## config.mk

```make
export PLATFORM = sky130hd
export DESIGN_NAME = mem_stage_flat
export DESIGN_NICKNAME = d
export VERILOG_FILES = /design/src/rtl/mem_pkg.sv /design/src/rtl/mem_stage_if.sv /design/src/rtl/mem_load_align.sv /design/src/rtl/mem_stage.sv /design/src/flat_wrapper.sv
export SDC_FILE = /design/constraint.sdc
export NUM_CORES = 1
export LEC_CHECK = 0
export BUFFER_PORTS_ARGS = -buffer_cell sky130_fd_sc_hd__buf_2
export CAP_MARGIN = 20
export CORE_AREA = 5 5 149 108
export DETAILED_ROUTE_END_ITERATION = 8
export DIE_AREA = 0 0 154 113
export GPL_ROUTABILITY_DRIVEN = 0
export PLACE_DENSITY_LB_ADDON = 0.05
export SKIP_CTS_REPAIR_TIMING = 1
export SLEW_MARGIN = 5
export SYNTH_ARGS = -nofsm -noshare
export SYNTH_HDL_FRONTEND = slang
export SYNTH_HIERARCHICAL = 1
export SYNTH_SLANG_ARGS = --single-unit
```

## constraint.sdc

```tcl
create_clock -name clk -period 5.78 [get_ports clk]
set_input_delay 0.578 -clock clk [delete_from_list [all_inputs] [get_ports clk]]
set_output_delay 0.578 -clock clk [all_outputs]
set_load 0.01 [all_outputs]
```

## src/rtl/mem_pkg.sv

```systemverilog
// Shared definitions for the memory-access stage: access-size encodings, FSM states
// and the store lane-placement helpers.
package mem_pkg;

    localparam logic [2:0] F3_B  = 3'b000;
    localparam logic [2:0] F3_H  = 3'b001;
    localparam logic [2:0] F3_W  = 3'b010;
    localparam logic [2:0] F3_BU = 3'b100;
    localparam logic [2:0] F3_HU = 3'b101;

    typedef enum logic {
        IDLE   = 1'b0,
        ACCESS = 1'b1
    } mem_state_t;

    // True when a memory op cannot be issued: unknown size code or a size/offset mismatch.
    function automatic logic access_illegal(input logic [2:0] funct3, input logic [1:0] k);
        logic bad;
        case (funct3)
            F3_B, F3_BU: bad = 1'b0;
            F3_H, F3_HU: bad = k[0];
            F3_W:        bad = (k != 2'b00);
            default:     bad = 1'b1;
        endcase
        return bad;
    endfunction

    function automatic logic [3:0] store_be(input logic is_store, input logic [2:0] funct3,
                                            input logic [1:0] k);
        logic [3:0] be;
        if (!is_store) begin
            be = 4'b1111;
        end else begin
            case (funct3[1:0])
                2'b00:   be = 4'b0001 << k;
                2'b01:   be = 4'b0011 << k;
                default: be = 4'b1111;
            endcase
        end
        return be;
    endfunction

    // Replicating the narrow datum across the word lets the byte enables pick the lane.
    function automatic logic [31:0] store_wdata(input logic is_store, input logic [2:0] funct3,
                                                input logic [31:0] data);
        logic [31:0] wdata;
        if (!is_store) begin
            wdata = 32'h0000_0000;
        end else begin
            case (funct3[1:0])
                2'b00:   wdata = {4{data[7:0]}};
                2'b01:   wdata = {2{data[15:0]}};
                default: wdata = data;
            endcase
        end
        return wdata;
    endfunction

endpackage

```

## src/rtl/mem_stage_if.sv

```systemverilog
// Single-port data-memory request/acknowledge bus between the memory stage and the memory.
interface mem_stage_if #(
    parameter int ADDR_WIDTH = 32,
    parameter int DATA_WIDTH = 32
);
    logic                  dmem_req;
    logic                  dmem_we;
    logic [ADDR_WIDTH-1:0] dmem_addr;
    logic [DATA_WIDTH-1:0] dmem_wdata;
    logic [3:0]            dmem_be;
    logic                  dmem_ack;
    logic [DATA_WIDTH-1:0] dmem_rdata;

    modport master (
        output dmem_req, dmem_we, dmem_addr, dmem_wdata, dmem_be,
        input  dmem_ack, dmem_rdata
    );

    modport slave (
        input  dmem_req, dmem_we, dmem_addr, dmem_wdata, dmem_be,
        output dmem_ack, dmem_rdata
    );
endinterface

```

## src/rtl/mem_load_align.sv

```systemverilog
// Extracts the addressed byte/halfword from a full read word and sign/zero extends it.
module mem_load_align
    import mem_pkg::*;
(
    input  logic [31:0] rdata_i,
    input  logic [1:0]  addr_lo_i,
    input  logic [2:0]  funct3_i,
    output logic [31:0] data_o
);
    logic [7:0]  lane_b;
    logic [15:0] lane_h;

    // Halfwords only ever reach here aligned, so addr_lo_i[1] alone selects the half.
    assign lane_b = rdata_i[{addr_lo_i, 3'b000} +: 8];
    assign lane_h = rdata_i[{addr_lo_i[1], 4'b0000} +: 16];

    always_comb begin
        case (funct3_i)
            F3_B:    data_o = {{24{lane_b[7]}}, lane_b};
            F3_BU:   data_o = {24'h000000, lane_b};
            F3_H:    data_o = {{16{lane_h[15]}}, lane_h};
            F3_HU:   data_o = {16'h0000, lane_h};
            default: data_o = rdata_i;
        endcase
    end
endmodule

```

## src/rtl/mem_stage.sv

```systemverilog
// Memory-access stage: issues loads/stores on the dmem bus, passes ALU results through,
// and registers one writeback bundle per accepted instruction.
module mem_stage
    import mem_pkg::*;
#(
    parameter int DATA_WIDTH = 32,
    parameter int ADDR_WIDTH = 32
) (
    input  logic                  clk,
    input  logic                  rst,
    input  logic                  ex_valid,
    input  logic                  ex_flush,
    input  logic [ADDR_WIDTH-1:0] ex_alu_out,
    input  logic [DATA_WIDTH-1:0] ex_store_data,
    input  logic                  ex_mem_read,
    input  logic                  ex_mem_write,
    input  logic [2:0]            ex_funct3,
    input  logic [4:0]            ex_rd,
    input  logic                  ex_reg_write,
    output logic                  stall,
    mem_stage_if.master           dmem,
    output logic                  wb_valid,
    output logic [DATA_WIDTH-1:0] wb_data,
    output logic [4:0]            wb_rd,
    output logic                  wb_reg_write,
    output logic                  mem_err
);
    mem_state_t            state_q, state_d;
    logic [ADDR_WIDTH-1:0] addr_q, addr_d;
    logic [2:0]            funct3_q, funct3_d;
    logic [4:0]            rd_q, rd_d;
    logic                  reg_write_q, reg_write_d;
    logic                  we_q, we_d;
    logic [DATA_WIDTH-1:0] wdata_q, wdata_d;
    logic [3:0]            be_q, be_d;

    logic                  wb_valid_q, wb_valid_d;
    logic [DATA_WIDTH-1:0] wb_data_q, wb_data_d;
    logic [4:0]            wb_rd_q, wb_rd_d;
    logic                  wb_reg_write_q, wb_reg_write_d;
    logic                  mem_err_q, mem_err_d;

    logic [DATA_WIDTH-1:0] load_data;
    logic                  is_mem;

    assign is_mem = ex_mem_read | ex_mem_write;

    mem_load_align u_load_align (
        .rdata_i   (dmem.dmem_rdata),
        .addr_lo_i (addr_q[1:0]),
        .funct3_i  (funct3_q),
        .data_o    (load_data)
    );

    always_ff @(posedge clk) begin
        if (rst) begin
            state_q        <= IDLE;
            addr_q         <= '0;
            funct3_q       <= '0;
            rd_q           <= '0;
            reg_write_q    <= 1'b0;
            we_q           <= 1'b0;
            wdata_q        <= '0;
            be_q           <= '0;
            wb_valid_q     <= 1'b0;
            wb_data_q      <= '0;
            wb_rd_q        <= '0;
            wb_reg_write_q <= 1'b0;
            mem_err_q      <= 1'b0;
        end else begin
            state_q        <= state_d;
            addr_q         <= addr_d;
            funct3_q       <= funct3_d;
            rd_q           <= rd_d;
            reg_write_q    <= reg_write_d;
            we_q           <= we_d;
            wdata_q        <= wdata_d;
            be_q           <= be_d;
            wb_valid_q     <= wb_valid_d;
            wb_data_q      <= wb_data_d;
            wb_rd_q        <= wb_rd_d;
            wb_reg_write_q <= wb_reg_write_d;
            mem_err_q      <= mem_err_d;
        end
    end

    always_comb begin
        state_d        = state_q;
        addr_d         = addr_q;
        funct3_d       = funct3_q;
        rd_d           = rd_q;
        reg_write_d    = reg_write_q;
        we_d           = we_q;
        wdata_d        = wdata_q;
        be_d           = be_q;
        wb_valid_d     = 1'b0;
        wb_data_d      = wb_data_q;
        wb_rd_d        = wb_rd_q;
        wb_reg_write_d = 1'b0;
        mem_err_d      = 1'b0;

        case (state_q)
            IDLE: begin
                if (ex_valid && !ex_flush) begin
                    if (!is_mem) begin
                        wb_valid_d     = 1'b1;
                        wb_data_d      = ex_alu_out;
                        wb_rd_d        = ex_rd;
                        wb_reg_write_d = ex_reg_write;
                    end else if (access_illegal(ex_funct3, ex_alu_out[1:0])) begin
                        wb_valid_d = 1'b1;
                        wb_rd_d    = ex_rd;
                        mem_err_d  = 1'b1;
                    end else begin
                        state_d     = ACCESS;
                        addr_d      = ex_alu_out;
                        funct3_d    = ex_funct3;
                        rd_d        = ex_rd;
                        reg_write_d = ex_reg_write;
                        we_d        = ex_mem_write;
                        wdata_d     = store_wdata(ex_mem_write, ex_funct3, ex_store_data);
                        be_d        = store_be(ex_mem_write, ex_funct3, ex_alu_out[1:0]);
                    end
                end
            end
            ACCESS: begin
                // Flush is not looked at here: an issued transaction always writes back.
                if (dmem.dmem_ack) begin
                    state_d    = IDLE;
                    wb_valid_d = 1'b1;
                    wb_rd_d    = rd_q;
                    if (!we_q) begin
                        wb_data_d      = load_data;
                        wb_reg_write_d = reg_write_q;
                    end
                end
            end
            default: state_d = IDLE;
        endcase
    end

    assign stall           = (state_q == ACCESS);
    assign dmem.dmem_req   = (state_q == ACCESS);
    assign dmem.dmem_we    = we_q;
    assign dmem.dmem_addr  = {addr_q[ADDR_WIDTH-1:2], 2'b00};
    assign dmem.dmem_wdata = wdata_q;
    assign dmem.dmem_be    = be_q;

    assign wb_valid     = wb_valid_q;
    assign wb_data      = wb_data_q;
    assign wb_rd        = wb_rd_q;
    assign wb_reg_write = wb_reg_write_q;
    assign mem_err      = mem_err_q;
endmodule

```

## src/flat_wrapper.sv

```systemverilog
// flat-port wrapper written by rule: the top's interface ports become plain ports
module mem_stage_flat import mem_pkg::*;
#(
    parameter int DATA_WIDTH = 32,
    parameter int ADDR_WIDTH = 32
)
  (clk, rst, ex_valid, ex_flush, ex_alu_out, ex_store_data, ex_mem_read, ex_mem_write, ex_funct3, ex_rd, ex_reg_write, stall, wb_valid, wb_data, wb_rd, wb_reg_write, mem_err, dmem_dmem_req, dmem_dmem_we, dmem_dmem_addr, dmem_dmem_wdata, dmem_dmem_be, dmem_dmem_ack, dmem_dmem_rdata);
  mem_stage_if #(.ADDR_WIDTH(ADDR_WIDTH), .DATA_WIDTH(DATA_WIDTH)) dmem_i ();
  input  logic clk;
  input  logic rst;
  input  logic ex_valid;
  input  logic ex_flush;
  input  logic [ADDR_WIDTH-1:0] ex_alu_out;
  input  logic [DATA_WIDTH-1:0] ex_store_data;
  input  logic ex_mem_read;
  input  logic ex_mem_write;
  input  logic [2:0] ex_funct3;
  input  logic [4:0] ex_rd;
  input  logic ex_reg_write;
  output logic stall;
  output logic wb_valid;
  output logic [DATA_WIDTH-1:0] wb_data;
  output logic [4:0] wb_rd;
  output logic wb_reg_write;
  output logic mem_err;
  output wire logic [$bits(dmem_i.dmem_req)-1:0] dmem_dmem_req;
  output wire logic [$bits(dmem_i.dmem_we)-1:0] dmem_dmem_we;
  output wire logic [$bits(dmem_i.dmem_addr)-1:0] dmem_dmem_addr;
  output wire logic [$bits(dmem_i.dmem_wdata)-1:0] dmem_dmem_wdata;
  output wire logic [$bits(dmem_i.dmem_be)-1:0] dmem_dmem_be;
  input wire logic [$bits(dmem_i.dmem_ack)-1:0] dmem_dmem_ack;
  input wire logic [$bits(dmem_i.dmem_rdata)-1:0] dmem_dmem_rdata;
  assign dmem_dmem_req = dmem_i.dmem_req;
  assign dmem_dmem_we = dmem_i.dmem_we;
  assign dmem_dmem_addr = dmem_i.dmem_addr;
  assign dmem_dmem_wdata = dmem_i.dmem_wdata;
  assign dmem_dmem_be = dmem_i.dmem_be;
  assign dmem_i.dmem_ack = dmem_dmem_ack;
  assign dmem_i.dmem_rdata = dmem_dmem_rdata;
  mem_stage #(.DATA_WIDTH(DATA_WIDTH), .ADDR_WIDTH(ADDR_WIDTH)) u_core (.clk(clk), .rst(rst), .ex_valid(ex_valid), .ex_flush(ex_flush), .ex_alu_out(ex_alu_out), .ex_store_data(ex_store_data), .ex_mem_read(ex_mem_read), .ex_mem_write(ex_mem_write), .ex_funct3(ex_funct3), .ex_rd(ex_rd), .ex_reg_write(ex_reg_write), .stall(stall), .dmem(dmem_i), .wb_valid(wb_valid), .wb_data(wb_data), .wb_rd(wb_rd), .wb_reg_write(wb_reg_write), .mem_err(mem_err));
endmodule
```

==> results of run 1 <==
[critical path: cells and delay by family (launching register included)]
family	cells	cell delay, ns
AO/OA/AOI/OAI	2	0.44
AND/OR/NAND/NOR	2	0.81
flip-flops	1	0.31
buffers and inverters	2	0.88
[final cells by class]
type | count | area, sq um | area share, %
well taps | 195 | 244.0 | 3.357
repair buffers | 226 | 1156 | 15.91
clock inverters | 7 | 115.1 | 1.584
diodes | 1 | 2.502 | 0.03443
multi-input cells | 471 | 2854 | 39.27
clock buffers | 25 | 505.5 | 6.955
inverters | 2 | 7.507 | 0.1033
flip-flops and latches | 119 | 2384 | 32.79
[registers in the layout, indices dropped and copies added, names as in the netlist]
register and flops:
u_core/addr_q 32, u_core/dmem.dmem_wdata 32, u_core/wb_data 32, u_core/rd_q 5
u_core/wb_rd 5, u_core/dmem.dmem_be 4, u_core/funct3_q 3, u_core/dmem.dmem_req 1
u_core/dmem.dmem_we 1, u_core/mem_err 1, u_core/reg_write_q 1, u_core/wb_reg_write 1
u_core/wb_valid 1
[through the flow]
step	std cells	utilization (%)
global placement	1012	45.90
floorplan	676	-
global route	1045	50.30
finish	1046	50.32
CTS	1044	50.20
detailed placement	1012	45.90
[Yosys cell counts (2+ instances only)]
master,number
buf_1,3
nor2b_1,11
nand2_1,136
nor2_1,61
buf_4,33
o211ai_1,4
nand2b_1,3
nand2_2,2
inv_1,2
o32ai_1,3
buf_2,15
dfxtp_1,119
nor3_1,2
mux2i_1,65
o21ai_0,10
a21oi_1,66
mux2_2,10
or2_2,2
a211oi_1,32
o22ai_1,2
a22oi_1,8
clkbuf_1,32
nand3_1,9
o2bb2ai_1,24
nor4_1,2
[per-layer routing]
layer / track usage, % / part of all wire (%)
met1: 30.01 / 47
met2: 29.04 / 42
met3: 7.339 / 9.2
met4: 7.059 / 1.8
met5: 0 / 0.076
[how the worst max path moves through the flow]
stage	startpoint	end	cells after the start
2_1_floorplan	ex_alu_out[0]	u_core/dmem.dmem_wdata[12]$_SDFFE_PP0P_	6
3_3_place_gp	ex_funct3[0]	u_core/dmem.dmem_we$_SDFFE_PP0P_	5
3_5_place_dp	ex_funct3[0]	u_core/dmem.dmem_wdata[14]$_SDFFE_PP0P_	5
4_1_cts	u_core/dmem.dmem_req$_SDFF_PP0_	u_core/dmem.dmem_wdata[6]$_SDFFE_PP0P_	6
5_1_grt	u_core/dmem.dmem_req$_SDFF_PP0_	u_core/dmem.dmem_wdata[1]$_SDFFE_PP0P_	6
6_report	u_core/dmem.dmem_req$_SDFF_PP0_	u_core/dmem.dmem_wdata[2]$_SDFFE_PP0P_	6
[cells by family (layout without fill, tap and decap cells)]
family | after synthesis | count (layout) | synth area share, %
AO/OA/AOI/OAI | 159 | 159 | 18.76
buffers and inverters | 86 | 260 | 8.304
flip-flops | 119 | 119 | 41.83
multiplexers | 76 | 76 | 13.80
other | 1 | 3 | 0.06584
AND/OR/NAND/NOR | 234 | 234 | 17.25
[power groups by stage]
stage | registers, mW | clock network [mW] | logic (mW)
3_5_place_dp | 0.883 | 0 | 0.263
3_3_place_gp | 0.882 | 0 | 0.259
2_1_floorplan | 0.889 | 0 | 0.151
6_report | 0.866 | 1.11 | 0.263
5_1_grt | 0.869 | 1.18 | 0.290
4_1_cts | 0.865 | 1.14 | 0.264
==> results.txt, run 1 <==
----------------------------------------------------
[Logic synthesis]
  Fraction of synthesized cell area taken by the top area cell type ... 41.83%
  Yosys warns ... 6
  Post-synthesis cell area ... 5695 sq um
  Main area contributors after synthesis ... dfxtp_1 (42%), mux2i_1 (11%), nand2_1 (9.0%)
  Synth Instances ... 675
  Count of flip-flops with a built-in enable after synthesis ... 0
  Cell type contributing the most total cell area after synthesis ... dfxtp_1
  Post-Syn Area per Cell ... 8.438 sq um
  FFs w/ async S/R, synth ... 0%
  Number of library cell types mapped by synthesis ... 44
  Share of the yosys chip area belonging to registers ... 41.83%
  Primary FF master, synth ... dfxtp_1
  Flops & latches, synth ... 119

[Clock tree]
  Clock slew at the register clock pins of the worst setup and hold paths ... 0.06 ns
  Number of clock sinks ... 119
  TritonCTS clock tree ... built
  Maximum clock insertion buffer count ... 2
  Total clock buffers created by CTS ... 17
  Total number of H-tree levels ... 4
  Skew-Pair Late Insertion Delay ... 0.42 ns
  Root Driver ... clkbuf_16

[Floorplan]
  Overall die height ... 113 um
  Core Box Area ... 14440 sq um
  Site row count ... 37
  Die ar. ... 17400 sq um
  Initial Util ... 39.43%
  Die width ... 154 um
  I/O pin total ... 223

[STA]
  Setup violation total in the final timing report ... 0
  Fin. max-slew vios ... 0
  Final-layout worst hold slack ... 0.4107 ns
  Setup tns final ... 0 ns
  Min Clock Period, post-route ... 2.534 ns
  Setup repair after global routing missed its margin ... false
  Count of endpoints failing hold in the final timing report ... 0
  Fmax achieved ... 394.7 MHz
  Final WS setup ... 3.246 ns
  Post-Route Skew ... 0.01161 ns
  Transition time at the pin with the least slew margin ... 1.080 ns
  Slew Limit Headroom ... 28.03%
  Post-route clock period utilization ... 43.84%

[GRT]
  Leftover overflow at the end of global routing ... 0
  Global routing usage summed across all routing layers ... 20.91%
  Largest net degree at the start of global routing ... 102
  Number of global-route vias before repair ... 5173
  Antenna violations before repair ... 2
  First-pass GRT wire length ... 28780 um

[Placed design]
  Placed cell area ... 6630 sq um
  Total of buffers placed on input and output ports ... 220
  Pre-CTS worst setup slack ... 2.844 ns
  Detailed Place HPWL ... 13270 um

[Hold path]
  Hold path depth ... 3
  Source of the worst hold timing path ... ex_alu_out[9]
  Type of the tightest min-delay check ... primary input to register
  Terminating pin of the worst hold path ... u_core/addr_q[9]$_SDFFE_PP0P_

[Layout]
  Total non-filler cell area in the finished layout ... 7268 sq um
  Most common cell after layout, fill and taps aside ... buf_2
  Commonest cells after routing, fill and taps aside ... buf_2 (219), nand2_1 (136), dfxtp_1 (118)
  Final net count ... 949
  Fraction of final layout cells sized beyond drive strength 1 ... 32.82%
  Number of filler cells placed in the layout ... 1461
  Synth-to-Final Area Change ... 27.61%

[Critical path]
  Slowest library cell on the worst path ... or3b_2
  Endpoint required time on the critical path ... 6.11 ns
  Endpoint kind of the worst setup timing path ... register
  Type of element launching the critical path ... register
  Launch instance of the worst register-to-register path ... u_core/dmem.dmem_req$_SDFF_PP0_
  CP arrival ... 2.87 ns
  CP cell instances ... buf_4 > or3b_2 > a211oi_4 > buf_4 > nand3_1 > a21oi_1
  Longest individual stage delay on the worst path ... 0.65 ns
  Maximum fanout along the worst path ... 53
  Critical path's most frequent cell ... buf_4
  Critical path type ... register to register
  R2R Path End ... u_core/dmem.dmem_wdata[2]$_SDFFE_PP0P_
  Register-to-Register Setup Slack ... 3.25 ns
  Worst reg-to-reg path cell count ... 6

[Route]
  Count of TritonRoute iterations in the first routing pass ... 5
  1st-iter DRT viols ... 335
  Final routed wire length divided by cell count ... 17.68 um
  DRC violation count after routing ... 0
  Vias after detailed routing ... 5422
  Routed vias/inst ... 5.184
  Remaining antenna violation count after routing ... 0
  Routed wire length ... 18490 um

[Pwr]
  Leakage power of the design ... 3.112 nW
  IR Drop Worst-Case VDD ... 0.0001694 V
  Sw Ratio ... 24.47%
  Share of power burned in combinational logic ... 11.8%
  Cell area power density ... 307.9 nW/um^2
  NetSw ... 0.5476 mW
  Design Power ... 2.238 mW
  Sequential Power Share ... 38.7%
  Clock network fraction of design power ... 49.5%
  Int Pwr ... 1.690 mW

[Status]
  Result of the run ... complete, no violations

[Run]
  Max cap viols ... 0

----------------------------------------------------
Power figures use the tool's default switching activity.
==> run 2: changes to the inputs <==
--- a/config.mk
+++ b/config.mk
@@ -5,11 +5,12 @@
 export SDC_FILE = /design/constraint.sdc
 export NUM_CORES = 1
 export LEC_CHECK = 0
+export ABC_AREA = 1
 export BUFFER_PORTS_ARGS = -buffer_cell sky130_fd_sc_hd__buf_2
 export CAP_MARGIN = 20
-export CORE_AREA = 5 5 149 108
+export CORE_AREA = 5 5 158 115
 export DETAILED_ROUTE_END_ITERATION = 8
-export DIE_AREA = 0 0 154 113
+export DIE_AREA = 0 0 163 120
 export GPL_ROUTABILITY_DRIVEN = 0
 export PLACE_DENSITY_LB_ADDON = 0.05
 export SKIP_CTS_REPAIR_TIMING = 1
==> constraint.sdc (replaced) <==
create_clock -name clk -period 2.5 [get_ports clk]
set_input_delay 0.25 -clock clk [delete_from_list [all_inputs] [get_ports clk]]
set_output_delay 0.25 -clock clk [all_outputs]
set_load 0.01 [all_outputs]
==> run 2 against run 1 <==
  * Total power rose by 130%
  * Count of clock-buffer cells in the layout decreased by 1
  * Sequential power up 130%
  * Wire length grew 14%
  * Largest cell class unchanged
  * Clock power rose by 120%
  * Via count grew 21%
  * Hold slack lost 0.32 ns
  * Final cell count is 33% higher
  * Global-route usage increased by 0.092 points
==> results.txt, run 2 <==
----------------------------------------------------
[Status]
  Result of the run ... complete, no violations

[Logic synthesis]
  Share of the yosys chip area belonging to registers ... 37.09% (-4.7 points)
  Primary FF master, synth ... dfxtp_1
  Yosys warns ... 6 (unchanged)
  Main area contributors after synthesis ... dfxtp_1 (37%), nand2_1 (21%), a21oi_1 (6.5%)
  Flops & latches, synth ... 119 (unchanged)
  Most numerous cell in the Yosys netlist ... nand2_1
  Fraction of synthesized cell area taken by the top area cell type ... 37.09% (-4.7 points)
  Post-synthesis cell area ... 6424 sq um (+13%)
  Synth Instances ... 981 (+45%)
  Most frequent cells after synthesis ... nand2_1 (364), dfxtp_1 (119), nor2_1 (103), a21oi_1 (83), o21ai_0 (52)
  FFs w/ async S/R, synth ... 0% (unchanged)
  Count of flip-flops with a built-in enable after synthesis ... 0 (unchanged)
  Cell type contributing the most total cell area after synthesis ... dfxtp_1
  Number of library cell types mapped by synthesis ... 29 (-34%)
  Post-Syn Area per Cell ... 6.548 sq um (-22%)

[Pwr]
  IR Drop Worst-Case VDD ... 0.0003957 V (+130%)
  Int Pwr ... 3.744 mW (+120%)
  Sequential Power Share ... 39.2% (+0.5 points)
  Clock network fraction of design power ... 46.9% (-2.6 points)
  Cell area power density ... 634.3 nW/um^2 (+110%)
  Leakage power of the design ... 4.007 nW (+29%)
  Design Power ... 5.095 mW (+130%)
  Share of power burned in combinational logic ... 13.9% (+2.1 points)
  NetSw ... 1.352 mW (+150%)
  Sw Ratio ... 26.53% (+2.1 points)

[Placed design]
  Pre-CTS worst setup slack ... 0.5055 ns (-2.338 ns)
  Total of buffers placed on input and output ports ... 220 (unchanged)
  Detailed Place HPWL ... 15320 um (+15%)
  # placed instances ... 1359 (+34%)

[Route]
  DRC violation count after routing ... 0 (unchanged)
  Count of TritonRoute iterations in the first routing pass ... 5 (unchanged)
  Routed vias/inst ... 4.718 (-9.0%)
  Final routed wire length divided by cell count ... 15.12 um (-14%)
  Vias after detailed routing ... 6563 (+21%)
  Routed wire length ... 21040 um (+14%)
  Remaining antenna violation count after routing ... 0 (unchanged)
  1st-iter DRT viols ... 483 (+44%)

[Critical path]
  CP arrival ... 2.39 ns (-0.48 ns)
  Endpoint required time on the critical path ... 2.85 ns (-3.26 ns)
  Type of element launching the critical path ... register
  Number of buffers and inverters on the critical path ... 2 (unchanged)
  Category of cells accounting for the largest share of critical-path delay ... simple AND/OR/NAND/NOR gates
  CP cell instances ... inv_2 > nand2_1 > nand3_1 > nand2_1 > nand2_2 > buf_4 > nand3_1 > nand2_1 > nand2_1 > o21ai_0 > nor2_1
  Setup crit start ... u_core/addr_q[1]$_SDFFE_PP0P_
  Endpoint kind of the worst setup timing path ... register
  Slowest library cell on the worst path ... dfxtp_1
  Critical path's most frequent cell ... nand2_1
  Longest individual stage delay on the worst path ... 0.64 ns (about the same)
  Launch instance of the worst register-to-register path ... u_core/addr_q[1]$_SDFFE_PP0P_
  Critical path type ... register to register
  Maximum fanout along the worst path ... 17 (-68%)

[Layout]
  Fraction of final layout cells sized beyond drive strength 1 ... 28.19% (-4.6 points)
  Commonest cells after routing, fill and taps aside ... nand2_1 (364), buf_2 (219), dfxtp_1 (119)
  Most common cell after layout, fill and taps aside ... nand2_1
  Final cell count without fillers ... 1391 (+33%)
  Antenna fix cells ... 0 (-1)
  Synth-to-Final Area Change ... 25.05%
  Final net count ... 1259 (+33%)

[Floorplan]
  Initial Util ... 38.66% (-0.77 points)
  Die width ... 163 um (+5.8%)
  Site row count ... 40 (+8.1%)
  Core Box Area ... 16620 sq um (+15%)
  Die ar. ... 19560 sq um (+12%)
  I/O pin total ... 223 (unchanged)
  Overall die height ... 120 um (+6.2%)

[STA]
  Min Clock Period, post-route ... 2.035 ns (-0.4988 ns)
  Slew Limit Headroom ... 55.13% (+27 points)
  Fin. max-slew vios ... 0 (unchanged)
  Setup tns final ... 0 ns (unchanged)
  Post-Route Skew ... 0.008673 ns (-0.002941 ns)
  Fmax achieved ... 491.4 MHz (+25%)
  Post-route clock period utilization ... 81.40% (+38 points)
  Setup violation total in the final timing report ... 0 (unchanged)
  Count of endpoints failing hold in the final timing report ... 0 (unchanged)
  Setup repair after global routing missed its margin ... false
  Final WS setup ... 0.4649 ns (-2.781 ns)
  Transition time at the pin with the least slew margin ... 0.6724 ns (-0.4072 ns)

[GRT]
  Largest net degree at the start of global routing ... 81 (-21%)
  Global routing usage summed across all routing layers ... 21.00% (+0.092 points)
  Antenna violations before repair ... 1 (-1)
  Leftover overflow at the end of global routing ... 0 (unchanged)
  Number of global-route vias before repair ... 6026 (+16%)
  First-pass GRT wire length ... 32480 um (+13%)

[Clock tree]
  Clock slew at the register clock pins of the worst setup and hold paths ... 0.05 ns (about the same)
  TritonCTS clock tree ... built
  Root Driver ... clkbuf_16
  Skew-Pair Late Insertion Delay ... 0.42 ns (about the same)
  Total clock buffers created by CTS ... 17 (unchanged)
  Maximum clock insertion buffer count ... 2 (unchanged)
  Total number of H-tree levels ... 4 (unchanged)
  Number of clock sinks ... 119 (unchanged)

[Hold path]
  Source of the worst hold timing path ... ex_alu_out[18]
  Type of the tightest min-delay check ... primary input to register

[Run]
  Max cap viols ... 0 (unchanged)

----------------------------------------------------
[run 2: layer usage]
metal | GRT usage, % | vias to the layer above | share of wire [%]
met4 | 5.605 | 2 | 1.0
met2 | 29.69 | 224 | 41
met3 | 6.179 | 20 | 7.9
li1 | - | 3390 | -
met5 | 0 | - | 0.062
met1 | 30.92 | 2927 | 50
[run 2: cell type report]
cell class,instances,area [sq um]
clock inverter,8,97.59
tap,231,289.0
multi-input combinational,715,3262
clock buffer,24,471.7
inverter,53,198.9
timing repair buffer,241,1331
fill,1861,8583
sequential,119,2382
[run 2: path summary, 6_finish.rpt]
kind                                                   endpoint  slack, ns  depth (start not counted)
worst max-delay path            u_core/wb_data[28]$_SDFFE_PP0P_       0.46                         11
worst min-delay path             u_core/addr_q[18]$_SDFFE_PP0P_       0.09                          3
worst max register to register  u_core/wb_data[28]$_SDFFE_PP0P_       0.46                         11
worst min register to register   u_core/addr_q[18]$_SDFFE_PP0P_       0.46                          2
[run 2: cells by family (layout without fill, tap and decap cells)]
group	after synthesis	after routing	synth area share, %
other cells	1	2	0.05838
compound gates	152	152	12.54
simple gates	561	561	38.12
buf+inv	148	326	12.19
flops	119	119	37.09
[run 2: stage by stage]
step	area, sq um	utilization (%)	hold WS [ns]
6_report	8033	48.34	0.08939
5_1_grt	8033	48.34	0.08756
4_1_cts	8033	48.34	0.06896
3_5_place_dp	7463	44.92	0.4528
3_3_place_gp	7436	44.75	0.4518
2_1_floorplan	6427	-	0.3790
[run 2: power groups by stage]
| stage | logic [mW] | registers [mW] | clock network [mW] |
|---|---|---|---|
| final | 0.708 | 2.00 | 2.39 |
| after global routing | 0.792 | 2.01 | 2.52 |
| after CTS | 0.712 | 2.00 | 2.45 |
| after detailed placement | 0.709 | 2.04 | 0 |
| after global placement | 0.706 | 2.04 | 0 |
| after floorplan | 0.419 | 2.06 | 0 |
[run 2: worst min-delay path, stage by stage]
cell     delay, ns
buf_2         0.10
nand2_1       0.06
a21oi_1       0.05
==> run 3: changes to the inputs <==
==> constraint.sdc (replaced) <==
create_clock -name clk -period 1.9 [get_ports clk]
set_input_delay 0.19 -clock clk [delete_from_list [all_inputs] [get_ports clk]]
set_output_delay 0.19 -clock clk [all_outputs]
set_load 0.01 [all_outputs]
==> run 3 against run 2 <==
  * Critical endpoint is now u_core/wb_data[11]$_SDFFE_PP0P_
  * Flip-flop and latch count unchanged
  * Worst setup slack got worse by 0.23 ns
  * Die area unchanged
  * Via count decreased by 0.76%
==> results.txt, run 3 (synthesis results as in run 2) <==
----------------------------------------------------
[STA]
  Min Clock Period, post-route ... 1.669 ns (-0.3662 ns)
  Final-layout worst hold slack ... 0.02559 ns (-0.06379 ns)
  Setup tns final ... 0 ns (unchanged)
  Setup violation total in the final timing report ... 0 (unchanged)
  Fmax achieved ... 599.2 MHz (+22%)
  Post-Route Skew ... 0.01138 ns (+0.002709 ns)
  Count of endpoints failing hold in the final timing report ... 0 (unchanged)
  Final WS setup ... 0.2311 ns (-0.2338 ns)
  Setup repair after global routing missed its margin ... false
  Fin. max-slew vios ... 0 (unchanged)
  Post-route clock period utilization ... 87.84% (+6.4 points)

[Critical path]
  CP cell instances ... inv_4 > nand2_1 > nand3_1 > nand2_1 > nand2_2 > buf_4 > nand3_1 > nand2_1 > nand2_1 > o21ai_0 > nor2_1
  Setup crit start ... u_core/addr_q[1]$_SDFFE_PP0P_
  Endpoint kind of the worst setup timing path ... register
  Launch instance of the worst register-to-register path ... u_core/addr_q[1]$_SDFFE_PP0P_
  Depth of the critical timing path with buffers and inverters included ... 11 (unchanged)
  Longest individual stage delay on the worst path ... 0.36 ns (-0.28 ns)
  Critical path's most frequent cell ... nand2_1
  Slowest library cell on the worst path ... dfxtp_1
  Maximum fanout along the worst path ... 14 (-3)
  Category of cells accounting for the largest share of critical-path delay ... simple AND/OR/NAND/NOR gates
  Worst reg-to-reg path cell count ... 11 (unchanged)
  Endpoint required time on the critical path ... 2.21 ns (-0.64 ns)
  Register-to-Register Setup Slack ... 0.23 ns (-0.23 ns)
  CP arrival ... 1.97 ns (-0.42 ns)
  Type of element launching the critical path ... register
  Critical path type ... register to register
  Number of buffers and inverters on the critical path ... 2 (unchanged)

[Route]
  DRC violation count after routing ... 0 (unchanged)
  Routed vias/inst ... 4.682 (-0.76%)
  1st-iter DRT viols ... 470 (-2.7%)
  Count of TritonRoute iterations in the first routing pass ... 5 (unchanged)
  Remaining antenna violation count after routing ... 0 (unchanged)
  Vias after detailed routing ... 6513 (-0.76%)
  Routed wire length ... 21120 um (+0.38%)
  Final routed wire length divided by cell count ... 15.18 um (+0.38%)

[Layout]
  Antenna fix cells ... 0 (unchanged)
  Synth-to-Final Area Change ... 24.44%
  Final cell count without fillers ... 1391 (unchanged)
  Fraction of final layout cells sized beyond drive strength 1 ... 28.36% (+0.17 points)
  Commonest cells after routing, fill and taps aside ... nand2_1 (364), buf_2 (219), dfxtp_1 (119)
  Most common cell after layout, fill and taps aside ... nand2_1
  Final net count ... 1260 (+0.079%)

[Hold path]
  Type of the tightest min-delay check ... primary input to register
  Source of the worst hold timing path ... ex_reg_write
  Hold path depth ... 3 (unchanged)

[GRT]
  Largest net degree at the start of global routing ... 81 (unchanged)
  First-pass GRT wire length ... 33060 um (+1.8%)
  Antenna violations before repair ... 1 (unchanged)
  Global routing usage summed across all routing layers ... 21.43% (+0.42 points)
  Leftover overflow at the end of global routing ... 0 (unchanged)
  Number of global-route vias before repair ... 6041 (+0.25%)

[Floorplan]
  Site row count ... 40 (unchanged)
  I/O pin total ... 223 (unchanged)
  Die width ... 163 um (unchanged)
  Core Box Area ... 16620 sq um (unchanged)
  Overall die height ... 120 um (unchanged)
  Initial Util ... 38.66% (unchanged)
  Die ar. ... 19560 sq um (unchanged)

[Pwr]
  IR Drop Worst-Case VDD ... 0.0004587 V (+16%)
  Cell area power density ... 828.8 nW/um^2 (+31%)
  Leakage power of the design ... 3.998 nW (-0.24%)

[Placed design]
  Detailed Place HPWL ... 15420 um (+0.60%)
  Pre-CTS worst setup slack ... 0.1063 ns (-0.3992 ns)
  # placed instances ... 1360 (+0.074%)
  Total of buffers placed on input and output ports ... 220 (unchanged)

[Clock tree]
  Total number of H-tree levels ... 4 (unchanged)
  TritonCTS clock tree ... built
  Skew-Pair Late Insertion Delay ... 0.42 ns (about the same)
  Total clock buffers created by CTS ... 17 (unchanged)
  Root Driver ... clkbuf_16
  Number of clock sinks ... 119 (unchanged)
  Maximum clock insertion buffer count ... 2 (unchanged)
  Clock slew at the register clock pins of the worst setup and hold paths ... 0.06 ns (about the same)

[Run]
  Max cap viols ... 0 (unchanged)

[Status]
  Result of the run ... complete, no violations

----------------------------------------------------
run 3: tightest hold or removal path, cell delays in order:
cell and delay, ns:
buf_2 0.10, nand2_1 0.06, a21oi_1 0.05
run 3: per-layer routing:
layer,part of all wire [%],global-route usage [%]
met5,0.033,0
met2,41,30.28
met3,7.8,6.351
met1,50,31.24
met4,1.4,6.391
run 3: stage by stage:
step	instance area (sq um)	utilization, %	total power [mW]
5_1_grt	7994	48.11	6.933
6_report	7994	48.11	6.625
2_1_floorplan	6427	-	3.257
3_5_place_dp	7438	44.77	3.613
4_1_cts	7985	48.06	6.711
3_3_place_gp	7438	44.77	3.614
run 3: path summary, 6_finish.rpt:
path / end
worst max-delay path: u_core/wb_data[11]$_SDFFE_PP0P_
worst min register to register: u_core/dmem.dmem_wdata[11]$_SDFFE_PP0P_
worst min-delay path: u_core/reg_write_q$_SDFFE_PP0P_
worst max register to register: u_core/wb_data[11]$_SDFFE_PP0P_
run 3: cell type report:
| class | instances | area, sq um |
|---|---|---|
| Fill cell | 1857 | 8622 |
| Tap cell | 231 | 289.0 |
| Timing Repair Buffer | 242 | 1310 |
| Inverter | 53 | 201.4 |
| Sequential cell | 119 | 2382 |
| Multi-Input combinational cell | 715 | 3264 |
| Clock inverter | 10 | 106.4 |
| Clock buffer | 21 | 440.4 |
run 3: power by group:
part	leakage, nW	total (mW)	internal, mW	switching (mW)
registers	0.965	2.63	2.58	0.0458
logic	2.76	0.928	0.347	0.581
clock network	0.270	3.07	1.91	1.16
total	4.00	6.63	4.84	1.79
